==> config.mk <==
export PLATFORM = sky130hd
export DESIGN_NAME = dac80504_spi_slave
export DESIGN_NICKNAME = d
export VERILOG_FILES = /design/src/rtl/gpa_fhdo_pkg.sv /design/src/rtl/spi_sync_edge.sv /design/src/rtl/dac80504_spi_slave.sv
export SDC_FILE = /design/constraint.sdc
export NUM_CORES = 1
export LEC_CHECK = 0
export BUFFER_PORTS_ARGS = -buffer_cell sky130_fd_sc_hd__buf_2
export CORE_ASPECT_RATIO = 1.4
export CORE_UTILIZATION = 55
export DETAILED_ROUTE_END_ITERATION = 10
export GPL_TIMING_DRIVEN = 0
export PLACE_DENSITY = 0.73
export SLEW_MARGIN = 10
export SYNTH_ARGS = -nofsm -noshare
export SYNTH_HDL_FRONTEND = slang
export SYNTH_SLANG_ARGS = --single-unit
export TNS_END_PERCENT = 30
==> constraint.sdc <==
create_clock -name clk -period 3.6 [get_ports clk]
set_input_delay 0.9 -clock clk [delete_from_list [all_inputs] [get_ports clk]]
set_output_delay 0.9 -clock clk [all_outputs]
set_load 0.05 [all_outputs]
==> src/rtl/gpa_fhdo_pkg.sv <==
// Shared definitions for the GPA-FHDO gradient SPI link (master and DAC80504 responder).
package gpa_fhdo_pkg;

  localparam int unsigned FrameWidth = 24;

  localparam logic [3:0] AddrNop     = 4'h0;
  localparam logic [3:0] AddrDevId   = 4'h1;
  localparam logic [3:0] AddrSync    = 4'h2;
  localparam logic [3:0] AddrTrigger = 4'h5;
  localparam logic [3:0] AddrDac0    = 4'h8;
  localparam logic [3:0] AddrDac1    = 4'h9;
  localparam logic [3:0] AddrDac2    = 4'hA;
  localparam logic [3:0] AddrDac3    = 4'hB;

  localparam logic [3:0]  SoftRstCode = 4'b1010;
  localparam int unsigned SoftLdacBit = 4;

  localparam logic [1:0] StIdle   = 2'd0;
  localparam logic [1:0] StShift  = 2'd1;
  localparam logic [1:0] StCommit = 2'd2;
  localparam logic [1:0] StErr    = 2'd3;

  typedef struct packed {
    logic        rw;
    logic [2:0]  rsvd;
    logic [3:0]  addr;
    logic [15:0] data;
  } frame_t;

endpackage

==> src/rtl/spi_sync_edge.sv <==
// N-stage synchronizer with single-cycle rise/fall pulses on the synchronized level.
module spi_sync_edge #(
  parameter int unsigned Stages = 2
) (
  input  logic clk_i,
  input  logic rst_ni,
  input  logic d_i,
  output logic q_o,
  output logic rise_o,
  output logic fall_o
);

  logic [Stages-1:0] sync_q, sync_d;
  logic              prev_q, prev_d;

  always_comb begin
    sync_d = {sync_q[Stages-2:0], d_i};
    prev_d = sync_q[Stages-1];
  end

  // Resetting to 0 means a line held low across reset never produces a falling edge.
  always_ff @(posedge clk_i or negedge rst_ni) begin
    if (!rst_ni) begin
      sync_q <= '0;
      prev_q <= 1'b0;
    end else begin
      sync_q <= sync_d;
      prev_q <= prev_d;
    end
  end

  assign q_o    = sync_q[Stages-1];
  assign rise_o = sync_q[Stages-1] & ~prev_q;
  assign fall_o = ~sync_q[Stages-1] & prev_q;

endmodule

==> src/rtl/dac80504_spi_slave.sv <==
// DAC80504-compatible SPI responder: decodes 24-bit frames, drives four DAC codes with
// LDAC-synchronous update, and shifts readback data out on sdo.
module dac80504_spi_slave
  import gpa_fhdo_pkg::*;
#(
  parameter logic [15:0] DEVICE_ID   = 16'h0A14,
  parameter int unsigned SYNC_STAGES = 2
) (
  input  logic        clk,
  input  logic        resetn,
  input  logic        sclk,
  input  logic        csn,
  input  logic        sdi,
  input  logic        ldacn,
  output logic        sdo,
  output logic [15:0] vout0,
  output logic [15:0] vout1,
  output logic [15:0] vout2,
  output logic [15:0] vout3,
  output logic        frame_err_o,
  output logic [15:0] frame_cnt_o
);

  localparam logic [4:0] FrameBits = 5'(FrameWidth);

  logic sclk_q, sclk_rise, sclk_fall;
  logic csn_q, csn_rise, csn_fall;
  logic sdi_q, sdi_rise, sdi_fall;
  logic ldacn_q, ldacn_rise, ldacn_fall;

  spi_sync_edge #(.Stages(SYNC_STAGES)) u_sync_sclk (
    .clk_i(clk), .rst_ni(resetn), .d_i(sclk),
    .q_o(sclk_q), .rise_o(sclk_rise), .fall_o(sclk_fall)
  );
  spi_sync_edge #(.Stages(SYNC_STAGES)) u_sync_csn (
    .clk_i(clk), .rst_ni(resetn), .d_i(csn),
    .q_o(csn_q), .rise_o(csn_rise), .fall_o(csn_fall)
  );
  spi_sync_edge #(.Stages(SYNC_STAGES)) u_sync_sdi (
    .clk_i(clk), .rst_ni(resetn), .d_i(sdi),
    .q_o(sdi_q), .rise_o(sdi_rise), .fall_o(sdi_fall)
  );
  spi_sync_edge #(.Stages(SYNC_STAGES)) u_sync_ldacn (
    .clk_i(clk), .rst_ni(resetn), .d_i(ldacn),
    .q_o(ldacn_q), .rise_o(ldacn_rise), .fall_o(ldacn_fall)
  );

  logic [1:0]       state_q, state_d;
  logic [4:0]       bit_cnt_q, bit_cnt_d;
  logic [23:0]      rx_q, rx_d;
  logic [23:0]      tx_q, tx_d;
  logic             pend_q, pend_d;
  logic [3:0]       rd_addr_q, rd_addr_d;
  logic [3:0]       sync_en_q, sync_en_d;
  logic [3:0][15:0] dbuf_q, dbuf_d;
  logic [3:0][15:0] vout_q, vout_d;
  logic [15:0]      cnt_q, cnt_d;

  frame_t      frame;
  logic [15:0] rd_data;
  logic        soft_ldac, soft_rst;

  assign frame = rx_q;

  logic unused_sync;
  assign unused_sync = ^{sclk_q, csn_q, sdi_rise, sdi_fall, ldacn_q, ldacn_rise, frame.rsvd};

  always_comb begin
    rd_data = '0;
    case (rd_addr_q)
      AddrDevId: rd_data = DEVICE_ID;
      AddrSync:  rd_data = {12'h000, sync_en_q};
      AddrDac0:  rd_data = dbuf_q[0];
      AddrDac1:  rd_data = dbuf_q[1];
      AddrDac2:  rd_data = dbuf_q[2];
      AddrDac3:  rd_data = dbuf_q[3];
      default:   rd_data = '0;
    endcase
  end

  always_comb begin
    state_d   = state_q;
    bit_cnt_d = bit_cnt_q;
    rx_d      = rx_q;
    tx_d      = tx_q;
    pend_d    = pend_q;
    rd_addr_d = rd_addr_q;
    sync_en_d = sync_en_q;
    dbuf_d    = dbuf_q;
    vout_d    = vout_q;
    cnt_d     = cnt_q;
    soft_ldac = 1'b0;
    soft_rst  = 1'b0;

    case (state_q)
      StIdle: begin
        if (csn_fall) begin
          state_d   = StShift;
          bit_cnt_d = '0;
          tx_d      = pend_q ? {8'h00, rd_data} : 24'h0;
          pend_d    = 1'b0;
        end
      end
      StShift: begin
        if (sclk_fall) begin
          if (bit_cnt_q < FrameBits) rx_d = {rx_q[22:0], sdi_q};
          if (bit_cnt_q != 5'h1F) bit_cnt_d = bit_cnt_q + 5'd1;
        end
        // MSB is preloaded, so the first rising edge must not shift it away.
        if (sclk_rise && bit_cnt_q != 5'd0) tx_d = {tx_q[22:0], 1'b0};
        if (csn_rise) state_d = (bit_cnt_q == FrameBits) ? StCommit : StErr;
      end
      StCommit: begin
        state_d = StIdle;
        cnt_d   = cnt_q + 16'd1;
        if (frame.rw) begin
          pend_d    = 1'b1;
          rd_addr_d = frame.addr;
        end else if (frame.addr == AddrSync) begin
          sync_en_d = frame.data[3:0];
        end else if (frame.addr == AddrTrigger) begin
          soft_ldac = frame.data[SoftLdacBit];
          soft_rst  = (frame.data[3:0] == SoftRstCode);
        end else if (frame.addr[3:2] == 2'b10) begin
          dbuf_d[frame.addr[1:0]] = frame.data;
          if (!sync_en_q[frame.addr[1:0]]) vout_d[frame.addr[1:0]] = frame.data;
        end
      end
      default: state_d = StIdle;
    endcase

    // Load uses the post-write buffers so a coincident DAC write lands first.
    if (ldacn_fall || soft_ldac) begin
      for (int n = 0; n < 4; n++) begin
        if (sync_en_q[n]) vout_d[n] = dbuf_d[n];
      end
    end

    if (soft_rst) begin
      sync_en_d = '0;
      dbuf_d    = '0;
      vout_d    = '0;
    end
  end

  always_ff @(posedge clk or negedge resetn) begin
    if (!resetn) begin
      state_q   <= StIdle;
      bit_cnt_q <= '0;
      rx_q      <= '0;
      tx_q      <= '0;
      pend_q    <= 1'b0;
      rd_addr_q <= '0;
      sync_en_q <= '0;
      dbuf_q    <= '0;
      vout_q    <= '0;
      cnt_q     <= '0;
    end else begin
      state_q   <= state_d;
      bit_cnt_q <= bit_cnt_d;
      rx_q      <= rx_d;
      tx_q      <= tx_d;
      pend_q    <= pend_d;
      rd_addr_q <= rd_addr_d;
      sync_en_q <= sync_en_d;
      dbuf_q    <= dbuf_d;
      vout_q    <= vout_d;
      cnt_q     <= cnt_d;
    end
  end

  assign sdo         = tx_q[23];
  assign vout0       = vout_q[0];
  assign vout1       = vout_q[1];
  assign vout2       = vout_q[2];
  assign vout3       = vout_q[3];
  assign frame_err_o = (state_q == StErr);
  assign frame_cnt_o = cnt_q;

endmodule

======== Word level (Yosys, flattened, before mapping) ========
Index checks and enable logic that the tools add are counted.
word-level totals
  bits in registers ....................... 219
  bits of input ports ..................... 6
  logic and storage cells ................. 128
cells by class
  $add $sub $neg .......................... 2
  magnitude comparators ................... 3
  equality and inequality tests ........... 22
  mux-type cells .......................... 52
  bitwise operators ....................... 10
  reduce and logical (&&, ||, !) cells .... 16
operator list
  kind                     number
  $mux W64                 14
  $bwmux W64               2
  $mux W16                 6
  $pmux W16 S6             1
  $mux W24                 2
  $pmux W24 S2             1
  $demux W16 S2            1
  $eq A4 B4 Y1 const B     5
  $add A16 B1 Y16 const B  1
  $mux W4                  4
  $mux W5                  3
  $mux W1                  12
  $ne A2 B2 Y1 const B     6
  $reduce_and A3 Y1        4
  $pmux W5 S2              1
  $eq A4 B2 Y1 const B     2
  $reduce_bool A2 Y1       4
  $eq A2 B2 Y1 const B     3
  $add A5 B1 Y5 const B    1
  $and A1 B1 Y1            5
  $eq A5 B5 Y1 const B     1
  $lt A5 B5 Y1 const B     1
  $ne A5 B5 Y1 const B     1
  $not A1 Y1               5
  16 further kinds         19

======== Longest topological paths before layout ========
Gate-level depths: netlist of run 1.
  depth in word-level cells ............... 14
  depth in mapped cells ................... 8

======== Modules after synthesis ========
From an unflattened synthesis of run 1, not the netlist that was laid out.
second synthesis, totals
  cell total of the unflattened synthesis .. 921
  area total of the unflattened synthesis .. 10552.6 µm²
modules (own cells, without submodules)
  module              instances  cells an instance  area each (µm²)  seq. area each (µm²)
  dac80504_spi_slave  1          901                10192.3          5205.0
  spi_sync_edge       4          5                  90.1             75.1

======== Worst setup path before layout of run 1 ========
OpenSTA, ideal clock, no wires.
  path kind ............................... reg2reg
  from .................................... reg rx_q[17], in the netlist frame[17]
  to ...................................... reg vout_q (netlist bit vout1[10])
  setup time .............................. 0.146 ns
  data arrival time ....................... 1.966 ns
  data required time ...................... 3.454 ns
  slack ................................... 1.488 ns
  stages on the path, launching flop included .. 7
  period minus slack after synthesis ...... 2.112 ns
  cell sequence ........................... dfrtp_1 clkbuf_1 nor4bb_1 nand2_1 clkbuf_1 a221oi_1 a311oi_1
RTL lines
  item                    RTL line                   text
  from (decl)             dac80504_spi_slave.sv:50   logic [23:0] rx_q, rx_d;
  from (signal assigned)  dac80504_spi_slave.sv:161  rx_q <= rx_d;
  to (signal assigned)    dac80504_spi_slave.sv:167  vout_q <= vout_d;
  to (decl)               dac80504_spi_slave.sv:56   logic [3:0][15:0] vout_q, vout_d;

==> flow_metrics.env, run 1 <==
export IMPL_drt_iter0_drc=949
export IMPL_p_seq_frac=0.454
export IMPL_hold_ws_ps=351
export IMPL_power_internal_mw=4.21
export IMPL_cts_made_buffers=22
export IMPL_max_vdd_ir_drop_mv=0.367
export IMPL_coreArea_um2=18500
export IMPL_pwr_density_cell_nw_per_um2=485
export IMPL_fin_area_um2=12000
export IMPL_grt_setup_unrepaired="no"
export IMPL_ys_warn_count=0
export IMPL_drc=0
export IMPL_vias_per_cell=6.55
export IMPL_gp_congestion=0.946
export IMPL_cts_root_buf="clkbuf_16"
export IMPL_cts_num_sinks=219
export IMPL_cts_htree_levels=1
export IMPL_die_w_um=118
export IMPL_row_count=59
export IMPL_critPathLaunchType="flip-flop"
export IMPL_vias=8479
export IMPL_netlist_instances=923
export IMPL_critPathKind="flip-flop to flip-flop"
export IMPL_dr_pass1_iters=5
export IMPL_cts_setup_buffers=0
export IMPL_swShare=0.273
export IMPL_io_pins=88
export IMPL_clock_skew_ps=9.02
export IMPL_synth_main_ff_cell="dfrtp_1"
export IMPL_ys_seq_area_frac=0.527
export IMPL_wirelength_mm=31.0
export IMPL_portBuffers=87
export IMPL_final_cell_mix="dfrtp_1, buf_2, clkbuf_1"
export IMPL_grt_ovfl_total=0
export IMPL_clock_latency_ps=510
export IMPL_path_max_fanout=10
export IMPL_grt_pass1_wl_mm=48.7
export IMPL_ant_nets=0
export IMPL_nets=1045
export IMPL_ys_seq_elements=219
export IMPL_required_ps=3990
export IMPL_power_switching_mw=1.58
export IMPL_die_area_um2=19500
export IMPL_cts_tree="done"
export IMPL_finalHoldViolations=0
export IMPL_gr_usage_all_layers=0.328
export IMPL_antenna_found_initial=0
export IMPL_period_minus_slack_ps=3100
export IMPL_layout_drive_gt1_share=0.175
export IMPL_postSynthAreaPerCell_um2=11.3
export IMPL_die_height_um=165
export IMPL_p_comb_frac=0.123
export IMPL_synth_cell_types=56
export IMPL_cap_violations=0
export IMPL_num_antenna_cells=0
export IMPL_worst_slew_pin_transition_ps=1060
export IMPL_synth_edf_count=0
export IMPL_clk_pin_slew_ps=60
export IMPL_start_util=0.562
export IMPL_place_area_um2=11200
export IMPL_outcome="finished, final reports clean"
export IMPL_p_leak_nw=5.51
export IMPL_fmax_mhz=323
export IMPL_setup_viol=0
export IMPL_crit_path_end_kind="flip-flop"
export IMPL_postCtsResizedCells=0
export IMPL_finalCritPeriodShare=0.861
export IMPL_fin_cells=1294
export IMPL_hold_buffers=0
export IMPL_hp_class="flip-flop to flip-flop"
export IMPL_drv_slew=0
export IMPL_wire_per_inst_um=23.9
export IMPL_grt_pass1_vias=8518
export IMPL_clockPowerShare=0.422
export IMPL_arrival_ps=3480
export IMPL_netlist_area_um2=10400
export IMPL_fin_util=0.645
export IMPL_async_reset_ff_frac=1.00
export IMPL_synth_nets=933
export IMPL_total_power_mw=5.80
export IMPL_dp_cells=1255
export IMPL_final_common_cell="dfrtp_1"
export IMPL_clockBufferDepth=3
export IMPL_slew_headroom=0.284
export IMPL_dp_hpwl_mm=21.4
export IMPL_synthToLayoutAreaGrowth_pct=14.9
export IMPL_grt_max_degree=112
Yosys cell counts, drive strengths merged, types with 9 or more instances:
cell / instances / area share
inv: 17 / 0.0061
a221oi: 64 / 0.054
dfrtp: 219 / 0.53
a311oi: 64 / 0.054
nand2: 64 / 0.023
and3: 37 / 0.022
nor3b: 9 / 0.0075
mux2: 33 / 0.036
a21boi: 36 / 0.026
nor2: 77 / 0.028
o221ai: 9 / 0.0076
clkbuf: 88 / 0.032
xnor2: 10 / 0.0084
mux2i: 69 / 0.066
mux4: 11 / 0.024
o21ai: 17 / 0.0082
buf: 18 / 0.0089
registers in the layout, indices dropped and copies added, names as in the netlist:
signal               count
rd_addr_q                4
u_sync_csn.prev_q        1
u_sync_csn.sync_q        2
frame                   24
vout2                   16
vout1                   16
u_sync_sclk.sync_q       2
pend_q                   1
tx_q                    24
dbuf_q                  64
vout3                   16
vout0                   16
frame_cnt_o             16
sync_en_q                4
state_q                  2
bit_cnt_q                5
u_sync_sdi.sync_q        2
u_sync_ldacn.prev_q      1
u_sync_sclk.prev_q       1
u_sync_ldacn.sync_q      2
critical path, cell delays in order, from the launching register on:
cell      delay, ps
dfrtp_1         450
nor4b_2         840
clkbuf_1        480
clkbuf_1        550
and3_1          260
a221oi_1         60
a311oi_1        340
final timing paths:
| kind | from | end | slack (ps) | depth (start not counted) |
|---|---|---|---|---|
| setup / recovery | state_q[0] | vout3[13] | 500 | 6 |
| hold / removal | u_sync_ldacn.sync_q[0] | u_sync_ldacn.sync_q[1] | 350 | 0 |
| setup reg to reg | state_q[0] | vout3[13] | 500 | 6 |
| hold reg to reg | u_sync_ldacn.sync_q[0] | u_sync_ldacn.sync_q[1] | 350 | 0 |
| max in group asynchronous | resetn | vout1[10] | 2140 | 2 |
| min in group asynchronous | resetn | frame_cnt_o[14] | 430 | 1 |
layout make-up:
cell class	count	area [um2]
clock inverters	7	110
fillers	1484	6570
inverters	17	63.8
clock buffers	32	659
flip-flops and latches	219	5480
plain buffers	106	423
well taps	244	305
multi-input cells	581	4450
repair buffers	88	473
per-layer routing:
layer | track usage | part of all wire
met1 | 0.411 | 0.39
met2 | 0.541 | 0.48
met3 | 0.0401 | 0.068
met4 | 0.209 | 0.060
met5 | 0 | 0
kinds of logic after synthesis:
group | after synthesis | share of synthesized area
AOI/OAI and AO/OA | 213 | 0.167
xor gates and xnor gates | 17 | 0.0143
adders and majority gates | 4 | 0.00481
buffers and inverters | 123 | 0.0468
DFF | 219 | 0.527
muxes | 113 | 0.126
and+or+nand+nor | 234 | 0.115
power by group through the flow:
| stage | Clock [mW] | Sequential [mW] | Combinational (mW) |
|---|---|---|---|
| 2_1_floorplan | 0 | 2.71 | 0.362 |
| 3_3_place_gp | 0 | 2.68 | 0.693 |
| 3_5_place_dp | 0 | 2.68 | 0.705 |
| 4_1_cts | 2.46 | 2.64 | 0.709 |
| 5_1_grt | 2.57 | 2.65 | 0.767 |
| 6_report | 2.45 | 2.63 | 0.715 |
metrics by stage:
step	TNS, ps	setup slack, ps
global route	0	493
finish	0	502
CTS	0	436
floorplan	0	1490
detailed placement	0	453
global placement	-460100	-2120
Power figures use the tool's default switching activity.
==> run 2: changes to the inputs <==
CAP_MARGIN = 25   (was unset)
CORE_MARGIN = 3   (was unset)
SLEW_MARGIN = unset   (was 10)
==> flow_metrics.env, run 2 (synthesis results as in run 1) <==
export IMPL_nets=1047
export IMPL_clock_skew_ps=7.49
export IMPL_coreArea_um2=18300
export IMPL_required_ps=4000
export IMPL_wirelength_mm=30.7
export IMPL_largest_reg_flops=64
export IMPL_cts_num_sinks=219
export IMPL_cts_htree_levels=1
export IMPL_grt_ovfl_total=0
export IMPL_gr_usage_all_layers=0.296
export IMPL_arrival_ps=3440
export IMPL_drc=0
export IMPL_pwr_density_cell_nw_per_um2=486
export IMPL_finalCritPeriodShare=0.844
export IMPL_cts_root_buf="clkbuf_16"
export IMPL_vias=8519
export IMPL_grt_pass1_wl_mm=47.6
export IMPL_antenna_found_initial=0
export IMPL_clk_pin_slew_ps=60
export IMPL_clock_latency_ps=520
export IMPL_drv_slew=0
export IMPL_cap_violations=0
export IMPL_path_max_fanout=10
export IMPL_die_height_um=169
export IMPL_fmax_mhz=329
export IMPL_grt_max_degree=116
export IMPL_postCtsResizedCells=0
export IMPL_hold_ws_ps=349
export IMPL_portBuffers=87
export IMPL_hp_class="flip-flop to flip-flop"
export IMPL_final_cell_mix="dfrtp_1, buf_2, clkbuf_1"
export IMPL_synthToLayoutAreaGrowth_pct=15.1
export IMPL_dp_hpwl_mm=21.5
export IMPL_max_vdd_ir_drop_mv=0.378
export IMPL_slew_headroom=0.245
export IMPL_worst_slew_pin_transition_ps=1120
export IMPL_setup_viol=0
export IMPL_drt_iter0_drc=897
export IMPL_setup_slack_ps=561
export IMPL_wire_per_inst_um=23.7
export IMPL_regMostFlops="dbuf_q"
export IMPL_crit_path_end_kind="flip-flop"
export IMPL_layout_drive_gt1_share=0.178
export IMPL_critPathKind="flip-flop to flip-flop"
export IMPL_fin_tns_setup_ps=0
export IMPL_row_count=58
export IMPL_io_pins=88
export IMPL_p_leak_nw=5.52
export IMPL_hold_buffers=0
export IMPL_pre_cts_ws_ps=669
export IMPL_finalHoldViolations=0
export IMPL_start_util=0.569
export IMPL_clockBufferDepth=3
export IMPL_final_common_cell="dfrtp_1"
export IMPL_ant_nets=0
export IMPL_cts_made_buffers=23
export IMPL_fin_util=0.655
export IMPL_dr_pass1_iters=5
export IMPL_cts_setup_buffers=0
export IMPL_cts_tree="done"
export IMPL_critPathLaunchType="flip-flop"
export IMPL_die_w_um=122
export IMPL_grt_setup_unrepaired="no"
export IMPL_grt_pass1_vias=8389
export IMPL_outcome="finished, final reports clean"
export IMPL_gp_congestion=0.961
export IMPL_die_area_um2=20600
export IMPL_num_antenna_cells=0
export IMPL_vias_per_cell=6.58
export IMPL_period_minus_slack_ps=3040
-- run 2: power by group --
group / switching, mW / internal, mW / leakage, nW
sequential: 0.0776 / 2.55 / 3.01
combinational: 0.535 / 0.174 / 2.12
clock: 1.02 / 1.47 / 0.387
-- run 2: metal layers --
layer / track usage / up-vias / wire (um)
li1: - / 3699 / -
met1: 0.389 / 4243 / 11800
met2: 0.488 / 467 / 15000
met3: 0.0374 / 110 / 2280
met4: 0.140 / 0 / 1680
met5: 0 / - / 0
-- run 2: worst paths after layout --
kind	from	end	slack, ps	depth (start not counted)
max in group asynchronous	resetn	dbuf_q[58]	2120	2
max reg2reg	state_q[0]	vout3[8]	560	6
min reg2reg	u_sync_csn.sync_q[0]	u_sync_csn.sync_q[1]	350	0
min in group asynchronous	resetn	frame_cnt_o[14]	420	1
max	state_q[0]	vout3[8]	560	6
min	u_sync_csn.sync_q[0]	u_sync_csn.sync_q[1]	350	0
-- run 2: cell type report --
cell class                      instances  area, um2
Buffer                                106        423
Clock buffer                           33        683
Clock inverter                          9        108
Fill cell                            1517       6310
Inverter                               17       63.8
Multi-Input combinational cell        581       4440
Sequential cell                       219       5480
Tap cell                              240        300
Timing Repair Buffer                   89        478
-- run 2: worst max-delay path: stages, from the launching register on --
cell and delay [ps]:
dfrtp_1 450, nor4b_2 820, clkbuf_1 460, clkbuf_1 530
and3_1 280, a221oi_1 60, a311oi_1 330
-- run 2: per-stage QoR --
| step | area, um2 | power (mW) | instances |
|---|---|---|---|
| after CTS | 12000 | 5.85 | 1294 |
| after detailed placement | 11200 | 3.38 | 1252 |
| after floorplan | 10400 | 3.07 | 923 |
| after global routing | 12000 | 6.00 | 1294 |
| final | 12000 | 5.83 | 1294 |
| after global placement | 11100 | 3.37 | 1250 |
